**src/rtl/fetch_pkg.sv**
```systemverilog
// Shared definitions for the fetch sequencer: default widths, the reset fetch
// address and the controller state encoding.
package fetch_pkg;

    localparam int          FETCH_ADDR_W   = 8;
    localparam int          FETCH_DATA_W   = 8;
    localparam logic [7:0]  FETCH_RESET_PC = 8'h00;

    typedef enum logic [1:0] {
        ST_BOOT   = 2'd0,
        ST_RUN    = 2'd1,
        ST_HALTED = 2'd2
    } fetch_state_e;

endpackage

```
**src/rtl/fetch_sequencer_instr_buf.sv**
```systemverilog
// One-entry instruction buffer between instruction memory and decode.
//   clk, rst_n  : clock, async active-low reset
//   load_i      : capture data_i/pc_i and mark the entry valid
//   data_i/pc_i : fetched word and its address
//   consume_i   : decode took the entry this cycle
//   flush_i     : discard the entry (redirect or halt)
//   valid_o     : entry present
//   instr_o     : buffered word
//   pc_o        : address of buffered word
module instr_buf
    import fetch_pkg::*;
#(
    parameter int DATA_W = FETCH_DATA_W,
    parameter int ADDR_W = FETCH_ADDR_W
) (
    input  logic              clk,
    input  logic              rst_n,
    input  logic              load_i,
    input  logic [DATA_W-1:0] data_i,
    input  logic [ADDR_W-1:0] pc_i,
    input  logic              consume_i,
    input  logic              flush_i,
    output logic              valid_o,
    output logic [DATA_W-1:0] instr_o,
    output logic [ADDR_W-1:0] pc_o
);

    logic              valid_q, valid_d;
    logic [DATA_W-1:0] instr_q, instr_d;
    logic [ADDR_W-1:0] pc_q,    pc_d;

    // A load in the same cycle as a consume refills the entry, so load wins.
    always_comb begin
        valid_d = valid_q;
        instr_d = instr_q;
        pc_d    = pc_q;
        if (load_i) begin
            valid_d = 1'b1;
            instr_d = data_i;
            pc_d    = pc_i;
        end else if (consume_i || flush_i) begin
            valid_d = 1'b0;
        end
    end

    always_ff @(posedge clk or negedge rst_n) begin
        if (!rst_n) begin
            valid_q <= 1'b0;
            instr_q <= '0;
            pc_q    <= '0;
        end else begin
            valid_q <= valid_d;
            instr_q <= instr_d;
            pc_q    <= pc_d;
        end
    end

    assign valid_o = valid_q;
    assign instr_o = instr_q;
    assign pc_o    = pc_q;

endmodule

```
**src/rtl/fetch_sequencer.sv**
```systemverilog
// Handshaked program-counter / instruction-fetch engine for the 8-bit computer.
//   clk, rst_n            : clock, async active-low reset
//   imem_req/addr         : fetch request toward instruction memory
//   imem_gnt/rdata        : same-cycle grant and fetched word
//   instr/instr_pc/valid  : buffered instruction toward decode
//   instr_ready           : decode accepts the buffered instruction
//   br_taken/br_target    : redirect, honoured only on a transfer
//   halt                  : stop after this instruction, honoured only on a transfer
//   resume                : leave HALTED
//   halted                : controller is halted
//
// state     | meaning
// ST_BOOT   | first cycle after reset, no fetch
// ST_RUN    | fetching whenever the buffer can accept a word
// ST_HALTED | fetch stopped, waiting for resume
module fetch_sequencer
    import fetch_pkg::*;
#(
    parameter int                ADDR_W   = FETCH_ADDR_W,
    parameter int                DATA_W   = FETCH_DATA_W,
    parameter logic [ADDR_W-1:0] RESET_PC = ADDR_W'(FETCH_RESET_PC)
) (
    input  logic              clk,
    input  logic              rst_n,
    output logic              imem_req,
    output logic [ADDR_W-1:0] imem_addr,
    input  logic              imem_gnt,
    input  logic [DATA_W-1:0] imem_rdata,
    output logic [DATA_W-1:0] instr,
    output logic [ADDR_W-1:0] instr_pc,
    output logic              instr_valid,
    input  logic              instr_ready,
    input  logic              br_taken,
    input  logic [ADDR_W-1:0] br_target,
    input  logic              halt,
    input  logic              resume,
    output logic              halted
);

    fetch_state_e      state_q, state_d;
    logic [ADDR_W-1:0] fetch_pc_q, fetch_pc_d;
    logic              xfer;
    logic              fetch;
    logic              flush;

    assign xfer  = instr_valid && instr_ready;
    assign flush = xfer && (br_taken || halt);

    // A redirect or halt cancels the fetch that would otherwise refill the
    // buffer in the same cycle, which costs exactly one bubble.
    assign imem_req  = (state_q == ST_RUN) && (!instr_valid || instr_ready) && !flush;
    assign imem_addr = fetch_pc_q;
    assign fetch     = imem_req && imem_gnt;
    assign halted    = (state_q == ST_HALTED);

    always_comb begin
        state_d    = state_q;
        fetch_pc_d = fetch_pc_q;
        unique case (state_q)
            ST_BOOT:   state_d = ST_RUN;
            ST_RUN:    if (xfer && halt) state_d = ST_HALTED;
            ST_HALTED: if (resume) state_d = ST_RUN;
            default:   state_d = ST_BOOT;
        endcase
        if (xfer && br_taken) begin
            fetch_pc_d = br_target;
        end else if (fetch) begin
            fetch_pc_d = fetch_pc_q + ADDR_W'(1);
        end
    end

    always_ff @(posedge clk or negedge rst_n) begin
        if (!rst_n) begin
            state_q    <= ST_BOOT;
            fetch_pc_q <= RESET_PC;
        end else begin
            state_q    <= state_d;
            fetch_pc_q <= fetch_pc_d;
        end
    end

    instr_buf #(
        .DATA_W (DATA_W),
        .ADDR_W (ADDR_W)
    ) u_instr_buf (
        .clk       (clk),
        .rst_n     (rst_n),
        .load_i    (fetch),
        .data_i    (imem_rdata),
        .pc_i      (fetch_pc_q),
        .consume_i (xfer),
        .flush_i   (flush),
        .valid_o   (instr_valid),
        .instr_o   (instr),
        .pc_o      (instr_pc)
    );

endmodule
```
**config.mk**
```make
export PLATFORM = sky130hd
export DESIGN_NAME = fetch_sequencer
export DESIGN_NICKNAME = d
export VERILOG_FILES = /design/src/rtl/fetch_pkg.sv /design/src/rtl/fetch_sequencer_instr_buf.sv /design/src/rtl/fetch_sequencer.sv
export SDC_FILE = /design/constraint.sdc
export NUM_CORES = 1
export LEC_CHECK = 0
export ABC_CLOCK_PERIOD_IN_PS = 4290
export CELL_PAD_IN_SITES_DETAIL_PLACEMENT = 0
export CELL_PAD_IN_SITES_GLOBAL_PLACEMENT = 1
export CORE_UTILIZATION = 35
export DETAILED_ROUTE_END_ITERATION = 8
export PLACE_DENSITY = 0.82
export SLEW_MARGIN = 20
export SYNTH_ARGS = -nofsm -noshare
export SYNTH_HDL_FRONTEND = slang
export SYNTH_HIERARCHICAL = 1
export SYNTH_SLANG_ARGS = --single-unit
```
**constraint.sdc**
```tcl
create_clock -name clk -period 4.29 [get_ports clk]
set_clock_uncertainty 0.15 [all_clocks]
set_input_delay 0.429 -clock clk [delete_from_list [all_inputs] [get_ports clk]]
set_output_delay 0.429 -clock clk [all_outputs]
set_load 0.02 [all_outputs]
```
# Word level (Yosys, flattened, before mapping)
# Cells that the tools add are included.
# Widths: inputs -> output; s select.
[op_classes]
n_reduce_logical = 16
eq_ne = 4
n_addsub = 1
muxes = 7
[op_table]
columns = ["cell", "count"]
rows = [
  ["$mux 8", 2],
  ["$add 8x1->8 const B", 1],
  ["$logic_and 1x1->1", 7],
  ["$pmux 2 s3", 1],
  ["$mux 2", 2],
  ["$reduce_bool 2->1", 2],
  ["$logic_or 1x1->1", 3],
  ["$eq 2x1->1 const B", 1],
  ["$eq 2x2->1 const B", 1],
  ["$logic_not 1->1", 2],
  ["$logic_not 2->1", 1],
  ["$mux 1", 2],
  ["$ne 2x1->1 const B", 1],
  ["$ne 2x2->1 const B", 1],
  ["$reduce_and 2->1", 1],
]
[word_totals]
reg_bits = 27
in_bits = 23

# Logic depth before layout (Yosys ltp)
[logic_depth]
ltp_word = 7
mapped_depth = 7
depth_no_buf = 5

# Hierarchy
# Netlist, hierarchy kept.
[by_module_without_submodules]
columns = ["mod", "area_each_um2", "instances", "cells_each"]
rows = [
  ["instr_buf", 683.2, 1, 37],
  ["fetch_sequencer", 589.3, 1, 66],
]

# Worst setup path after synthesis
# Ideal clock, no wire load.
[synth_timing]
path_kind = "input to register"
from = "in br_taken"
to = "reg u_instr_buf.instr_q[0] (netlist: u_instr_buf/instr_o[0])"
path_buffers = 3
slack_ns = 2.245
arrival_time_ns = 1.770
required_time_ns = 4.015
stages = 7
path_cell_list = "or3b_4 a21o_1 buf_4 inv_1 buf_6 buf_12 mux2_4"
[synth_via]
elab_chain_len = 5
[synth_rtl]
columns = ["element", "line_no", "source"]
rows = [
  ["start, declared", "fetch_sequencer.sv:33", "input logic br_taken,"],
  ["$logic_or 1x1->1", "fetch_sequencer.sv:47", "assign flush = xfer && (br_taken || halt);"],
  ["$logic_and 1x1->1", "fetch_sequencer.sv:47", ""],
  ["$logic_not 1->1", "fetch_sequencer.sv:51", "assign imem_req = (state_q == ST_RUN) && (!instr_valid || instr_ready) && !flush;"],
  ["$logic_and 1x1->1", "fetch_sequencer.sv:51", ""],
  ["$logic_and 1x1->1", "fetch_sequencer.sv:53", "assign fetch = imem_req && imem_gnt;"],
  ["named net fetch", "fetch_sequencer.sv:43", "logic fetch;"],
  ["end signal, assigned", "fetch_sequencer_instr_buf.sv:53", "instr_q <= instr_d;"],
  ["end, declared", "fetch_sequencer_instr_buf.sv:29", "logic [DATA_W-1:0] instr_q, instr_d;"],
]
# The timed path passes the listed nets, and every way through them passes these cells.
# A chain may end at the register's enable or synchronous reset.

# Worst setup path in the final report
[layout_timing]
from = "in br_taken"
to = "out imem_req"
[layout_via]
elab_chain_len = 4
[layout_rtl]
columns = ["element", "line_no", "source"]
rows = [
  ["$logic_or 1x1->1", "fetch_sequencer.sv:47", ""],
  ["$logic_and 1x1->1", "fetch_sequencer.sv:47", ""],
  ["$logic_not 1->1", "fetch_sequencer.sv:51", ""],
  ["$logic_and 1x1->1", "fetch_sequencer.sv:51", ""],
  ["end, declared", "fetch_sequencer.sv:25", "output logic imem_req,"],
]
# No other way between the ends.

==> flow_metrics.env <==
export IMPL_finalCritPeriodShare=0.6178
export IMPL_tritoncts="built"
export IMPL_num_fill_cells=316
export IMPL_core_um2=3416
export IMPL_ys_async_sr_fraction=1.000
export IMPL_remaining_drc_errors=0
export IMPL_cts_root_buf="clkbuf_4"
export IMPL_max_freq_mhz=377.3
export IMPL_synth_nets=127
export IMPL_antenna_found_initial=0
export IMPL_pin_count=50
export IMPL_dpl_hpwl_um=1936
export IMPL_hold_violations=0
export IMPL_area_growth_pct=42.38
export IMPL_clkSinkCount=27
export IMPL_synth_cell_type_count=35
export IMPL_reg2reg_depth=4
export IMPL_cts_setup_buffers=0
export IMPL_tns_ns=0
export IMPL_row_count=21
export IMPL_vdd_drop_max_mv=0.2788
export IMPL_fp_dieW_um=62.30
export IMPL_slew_headroom=0.4584
export IMPL_clockBufferDepth=2
export IMPL_r2r_setup_slack_ns=2.09
export IMPL_synth_seq_area_share=0.5310
export IMPL_p_leak_nw=0.7421
export IMPL_ys_flop_type="dfrtp_1"
export IMPL_num_antenna_cells=0
export IMPL_cp_slowest_cell="clkdlybuf4s50_1"
export IMPL_synth_cells=103
export IMPL_drt_pass1_iterations=4
export IMPL_finalWirelength_um=2564
export IMPL_grt_start_max_net_pins=28
export IMPL_cp_data_required_time_ns=3.71
export IMPL_design_area_um2=1812
export IMPL_power_density_nw_per_um2=749.7
export IMPL_worstPathArrival_ns=2.07
export IMPL_dr_first_iter_drc_count=8
export IMPL_grt_remaining_overflow=0
export IMPL_die_area_um2=3881
export IMPL_cp_start_kind="primary input"
export IMPL_r2r_start="state_q[1]"
export IMPL_r2r_end="u_instr_buf/instr_o[7]"
export IMPL_clock_latency_ns=0.33
export IMPL_register_area_um2=675.6
export IMPL_numPortBuffers=49
export IMPL_drive_above_1_share=0.1438
export IMPL_synth_edff_count=0
export IMPL_period_minus_slack_ns=2.650
export IMPL_drtAntennaViolNets=0
export IMPL_outcome="finished, final reports clean"
export IMPL_slew_violations=0
export IMPL_rsz0062_at_grt="false"
export IMPL_final_nets=178
export IMPL_drv_cap=0
export IMPL_tightest_slew_ns=0.8115
export IMPL_post_cts_resized=0
export IMPL_vias=954
export IMPL_crit_top_cell="clkdlybuf4s50_1"
export IMPL_die_h_um=62.30
export IMPL_ctsHoldBuffers=0
export IMPL_dp_slack_ns=1.336
export IMPL_worst_path_largest_cell_delay_ns=0.62
export IMPL_htree_levels=1
export IMPL_ys_ff_latch=27
export IMPL_routedWlPerCell_um=12.88
export IMPL_end_kind="output port"
export IMPL_placed_area_um2=1785
export IMPL_setup_ws_ns=1.640
export IMPL_ys_warn_count=6
export IMPL_grt_pass1_vias=965
export IMPL_cts_buffers=3
export IMPL_hold_class="in2async"
export IMPL_grt_pass1_wl_um=4443
export IMPL_clk_pin_slew_ns=0.14
export IMPL_worstPathMaxFanout=4
export IMPL_grt_usage=0.1443
export IMPL_syn_avg_cell_area_um2=12.35
export IMPL_critPathKind="in2out"
export IMPL_start_util=0.3725
export IMPL_worstPathCellList="clkdlybuf4s50_1, or3b_4, a21oi_1, clkdlybuf4s50_1"
export IMPL_viasPerCell=4.794
export IMPL_setup_violations=0
export IMPL_multi_input_area_um2=543.0
export IMPL_synth_cell_area_um2=1272
export IMPL_gp_congestion=0.8263
## routing by layer
metal | global-route usage | share of wire | routed length (um)
met1 | 0.1745 | 0.44 | 1119
met2 | 0.2582 | 0.51 | 1312
met3 | 0.01654 | 0.041 | 105
met4 | 0.06105 | 0.011 | 27
met5 | 0 | 0 | 0
## critical path: cells and delay by family
family / cells / cell delay, ns
compound gates: 1 / 0.15
simple gates: 1 / 0.43
buf+inv: 2 / 1.06
## state kept, by name, indices dropped and copies added, names as in the netlist
register,count
imem_addr,8
u_instr_buf/instr_o,8
u_instr_buf/pc_o,8
state_q,2
u_instr_buf/valid_o,1
## stage by stage
step	total power [mW]	std cells	hold slack, ns	util
2_1_floorplan	0.9422	103	-0.01659	-
3_3_place_gp	1.246	195	0.3420	0.5227
3_5_place_dp	1.263	195	0.3427	0.5227
4_1_cts	1.371	199	0.3218	0.5304
5_1_grt	1.439	199	0.3316	0.5304
6_report	1.358	199	0.3017	0.5304
## how the worst max path moves through the flow
stage,from,endpoint,slack (ns),depth (start not counted)
after floorplan,br_taken,u_instr_buf/instr_o[0],2.25,7
after global placement,br_taken,u_instr_buf/instr_o[7],1.41,5
after detailed placement,br_taken,u_instr_buf/instr_o[7],1.34,5
after CTS,br_taken,imem_req,1.62,4
after global routing,instr_ready,imem_req,1.58,4
final,br_taken,imem_req,1.64,4
## synth_stat cells, types with 3 or more instances
master	number	area [um2]
dfrtp_1	27	675.7
a21oi_1	5	25.02
mux2_4	9	135.1
mux2_2	7	78.83
o21ai_0	3	15.01
nor2_1	9	33.78
or3_1	3	18.77
nand2_1	3	11.26
a31oi_1	4	25.02
nand2b_1	3	18.77
inv_1	3	11.26
## area by class of cell
cell class              instances  area share
multi-input cells              69      0.2997
flip-flops and latches         27      0.3729
repair buffers                 50      0.2749
clock buffers                   4     0.01450
well taps                      46     0.03177
inverters                       3    0.006215
## power breakdown
part,internal (mW),switching [mW],total (mW)
registers,0.381,0.117,0.498
clock network,0.0365,0.0719,0.108
logic,0.414,0.338,0.752
total,0.831,0.527,1.36
## kinds of logic after synthesis
logic type	Yosys count	synth area share
simple gates	28	0.1200
buf+inv	7	0.04228
fa+ha+maj	1	0.009831
mux	17	0.1760
flops	27	0.5310
compound gates	20	0.1003
xor+xnor	3	0.02065
## placed cells by master (no fill, tap or decap), drive strengths merged, types with 2 or more instances in the layout
cell type,netlist,routed
a21o,2,2
a21oi,5,5
a31oi,4,4
clkbuf,1,4
clkdlybuf4s50,0,49
dfrtp,27,27
inv,3,3
mux2,16,16
nand2,3,3
nand2b,3,3
nand3,2,2
nand4,2,2
nor2,9,9
o21ai,3,3
or3,3,3
xnor2,2,2
(Power assumes the default switching activity.)
==> RTL edit 1: new RTL, same flow settings <==
Add an input register stage for `br_target`, with the module's reset; this delays it by one clock. The other inputs are not delayed to match.
--- a/src/rtl/fetch_sequencer.sv
+++ b/src/rtl/fetch_sequencer.sv
@@ -39,2 +39,12 @@
 
+    logic [ADDR_W-1:0] br_target_q;
+
+    always_ff @(posedge clk or negedge rst_n) begin
+        if (!rst_n) begin
+            br_target_q <= '0;
+        end else begin
+            br_target_q <= br_target;
+        end
+    end
+
     fetch_state_e      state_q, state_d;
@@ -65,3 +75,3 @@
         if (xfer && br_taken) begin
-            fetch_pc_d = br_target;
+            fetch_pc_d = br_target_q;
         end else if (fetch) begin
Function: changed (a bounded check fails within 4 cycles, from zero or initial values and one cycle with rst_n low).
==> RTL edit 1 against the original RTL <==
- hold slack improved by 2.5 ps
- final cell count up 9.0%
- largest cell class unchanged
- via count rose by 14%
- wire length grew 23%
- die area up 19%
- largest power group unchanged
- non-clock buffer count grew 1
- area after synthesis up 19%
- final area up 18%
- total power increased by 16%
- sequential power grew 17%
- setup slack got worse by 140 ps
- sequential cell count is 8 higher
==> RTL edit 1: results (changes against the original RTL) <==
- Status: complete, no violations (unchanged)
- Total GRT Usage: 15.1% (was 14.4%)
- DRT iter0 DRCs: 38 (was 8)
- Synthesized instance count: 111 (was 103)
- Clock Latency Late Sink: 290 ps (was 330 ps)
- M1 GR Usage: 16.5% (was 17.5%)
- Comb power: 0.776 mW (was 0.752 mW)
- Place WS: 1520 ps (was 1340 ps)
- Syn Nets: 135 (was 127)
- N_diodes: 0 (unchanged)
- Area Overhead vs Synth: 40.4% (was 42.4%)
- #MultiIn Comb: 71 (was 69)
- Nets: 190 (was 178)
- Yosys cell types: 34 (was 35)
- Layout cells sized above 1: 21.6% (was 14.4%)
- Root Driver: clkbuf_8 (was clkbuf_4)
- Dpl cell area: 0.00205 mm2 (was 0.00179 mm2)
- Fraction of area in multi-input gates: 28.2% (was 30.0%)
- Arr. time, crit path: 2210 ps (was 2070 ps)
- Post-DP HPWL: 2220 um (was 1940 um)
- Non-CTS buffers: 51 (was 50)
- Met3 usage: 4.83% (was 1.65%)
- Largest net degree at the start of global routing: 36 (was 28)
- Register share of the cell area: 41.0% (was 37.3%)
- Clk tree area frac: 3.81% (was 1.45%)
- First-pass GRT wire length: 4990 um (was 4440 um)
- Drt pass-1 iters: 5 (was 4)
- Max rail drop VDD: 0.351 mV (was 0.279 mV)
- Final WL: 3160 um (was 2560 um)
- Seq group: 0.583 mW (was 0.498 mW)
- H-tree levels: 2 (was 1)
- Worst Tran Pin Value: 428 ps (was 812 ps)
- Sequential area share after synthesis: 57.6% (was 53.1%)
- WL met1: 1320 um (was 1120 um)
- Internal: 0.994 mW (was 0.831 mW)
- GR Util met2: 27.2% (was 25.8%)
- Clock buf count: 7 (was 4)
- Commonest cells post-synth: dfrtp_1, nand2_1, mux2_4, mux2_2, nor2_1 (was dfrtp_1, mux2_4, nor2_1, mux2_2, a21oi_1)
- Inverters: 2 (was 3)
- Routed met2 length: 1590 um (was 1310 um)
- Fill count: 350 (was 316)
- Vias per cell: 5.02 (was 4.79)
- Hold Crit Class: reg -> reg (was in -> async)
- Metal3 WL: 208 um (was 105 um)
- Top post-synthesis cells by area: dfrtp_1, mux2_4, mux2_2, a211oi_4, nand2_1 (was dfrtp_1, mux2_4, mux2_2, nor2_1, a21oi_1)
==> RTL edit 1: path summary, 6_finish.rpt <==
check	start	to	slack (ps)	depth (start not counted)
max	instr_ready	imem_req	1500	4
min	br_target_q[3]$_DFF_PN0_	imem_addr[3]$_DFFE_PN0P_	300	2
max reg2reg	state_q[1]$_DFFE_PN0P_	u_instr_buf/instr_o[7]$_DFFE_PN0P_	2310	4
min reg2reg	br_target_q[3]$_DFF_PN0_	imem_addr[3]$_DFFE_PN0P_	300	2
max in group asynchronous	rst_n	u_instr_buf/instr_o[2]$_DFFE_PN0P_	3290	2
min in group asynchronous	rst_n	u_instr_buf/pc_o[2]$_DFFE_PN0P_	400	2
==> RTL edit 1: cells by family after synthesis <==
logic type	synth area share, %
AOI/OAI and AO/OA	10.9
xor gates and xnor gates	1.73
adders and majority gates	0.823
buffers and inverters	2.80
DFF	57.6
muxes	14.7
and+or+nand+nor	11.4
==> RTL edit 2: new RTL, same settings <==
Without the edit above. `FETCH_ADDR_W`: 8 -> 9.
--- a/src/rtl/fetch_pkg.sv
+++ b/src/rtl/fetch_pkg.sv
@@ -4,3 +4,3 @@
 
-    localparam int          FETCH_ADDR_W   = 8;
+    localparam int          FETCH_ADDR_W   = 9;
     localparam int          FETCH_DATA_W   = 8;
Ports: changed (resized br_target, imem_addr and instr_pc); port bits go from 50 to 53. No check against the original RTL was run, so the function may have changed too.
==> RTL edit 2 against the original RTL <==
- critical path depth unchanged
- area after synthesis up 12%
- combinational power is 7.6% higher
- sequential cell count grew 2
- wire length up 21%
- final area increased by 14%
- setup slack worse by 180 ps
- total power up 15%
- largest cell class unchanged
==> RTL edit 2: results (changes against the original RTL) <==
- Commonest cells post-synth: dfrtp_1, mux2_4, nand2_1, mux2_2 (was dfrtp_1, mux2_4, nor2_1, mux2_2, a21oi_1)
- Clock buf count: 5 (was 4)
- Max rail drop VDD: 0.317 mV (was 0.279 mV)
- Inverters: 2 (was 3)
- #MultiIn Comb: 77 (was 69)
- GR Util met2: 25.1% (was 25.8%)
- Critical R2R Capture: u_instr_buf/instr_o[5]$_DFFE_PN0P_ (was u_instr_buf/instr_o[7]$_DFFE_PN0P_)
- Final Power: 1.57 mW (was 1.36 mW)
- Comb power: 0.809 mW (was 0.752 mW)
- Non-CTS buffers: 54 (was 50)
- Post-DP HPWL: 2320 um (was 1940 um)
- Area fraction in compound gates after synthesis: 13.2% (was 10.0%)
- Metal3 WL: 177 um (was 105 um)
- Setup crit start: instr_ready (was br_taken)
- Clock-pin transition on the worst setup and hold timing paths: 60 ps (was 140 ps)
- Layout cells sized above 1: 20.6% (was 14.4%)
- Routed met2 length: 1420 um (was 1310 um)
- XOR/XNOR Fraction of Synth Area: 3.67% (was 2.06%)
- Nets: 194 (was 178)
- Hold path depth: 1
- Yosys cell types: 37 (was 35)
- Post-synthesis mux area share: 16.4% (was 17.6%)
- Clock Latency Late Sink: 280 ps (was 330 ps)
- Sw Pwr: 0.610 mW (was 0.527 mW)
- H-tree levels: 2 (was 1)
- Arr. time, crit path: 2250 ps (was 2070 ps)
- Register share of the cell area: 35.2% (was 37.3%)
- Status: complete, no violations (unchanged)
- Post-Synth Adder-Cell Area: 0.875% (was 0.983%)
- Leak: 0.824 nW (was 0.742 nW)
- Largest net degree at the start of global routing: 30 (was 28)
- DRT iter0 DRCs: 18 (was 8)
- Top post-synthesis cells by area: dfrtp_1, mux2_4, mux2_2, xnor2_1, nand2_1 (was dfrtp_1, mux2_4, mux2_2, nor2_1, a21oi_1)
- Hold Crit Class: reg -> reg (was in -> async)
- Clk tree area frac: 4.19% (was 1.45%)
- Sequential area share after synthesis: 50.7% (was 53.1%)
- Top_reg_cell synth: dfrtp_1 (unchanged)
- WL met1: 1410 um (was 1120 um)
- Vias in the first global route: 1043 (was 965)
- Num sequential: 29 (was 27)
- Final WL: 3090 um (was 2560 um)
- Clock Power Share: 13.7% (was 8.0%)
- Vias: 1070 (was 954)
- Rel. slew slack: 60.6% (was 45.8%)
- RePlAce Congestion: 0.881 (was 0.826)
- Fraction of area in multi-input gates: 31.3% (was 30.0%)
- Root Driver: clkbuf_8 (was clkbuf_4)
- R2R Setup Slk: 2210 ps (was 2090 ps)
- M1 GR Usage: 19.0% (was 17.5%)
- Met3 usage: 3.28% (was 1.65%)
- Total GRT Usage: 15.7% (was 14.4%)
- Syn Nets: 138 (was 127)
- Fill count: 349 (was 316)
- CP max FO: 6 (was 4)
[RTL edit 2: changes by cell type after synthesis, sizes merged, moves of 2 or more]
cell | before | now
a31oi | 4 | 0
nor2 | 9 | 6
or3 | 3 | 0
a311oi | 0 | 2
a2111oi | 1 | 3
nand2 | 3 | 9
dfrtp | 27 | 29
xnor2 | 2 | 6
a211oi | 1 | 4
o21ai | 3 | 5
[RTL edit 2: metrics by stage]
| stage | util, % | hold slack (ps) | cells | worst slack (ps) | cell area (um2) |
|---|---|---|---|---|---|
| after floorplan | - | -16.6 | 113 | 2290 | 1430 |
| after global placement | 52.0 | 341 | 210 | 1490 | 1970 |
| after detailed placement | 52.0 | 347 | 210 | 1470 | 1970 |
| after CTS | 54.2 | 364 | 218 | 1460 | 2060 |
| after global routing | 54.2 | 380 | 218 | 1410 | 2060 |
| final | 54.2 | 358 | 218 | 1460 | 2060 |
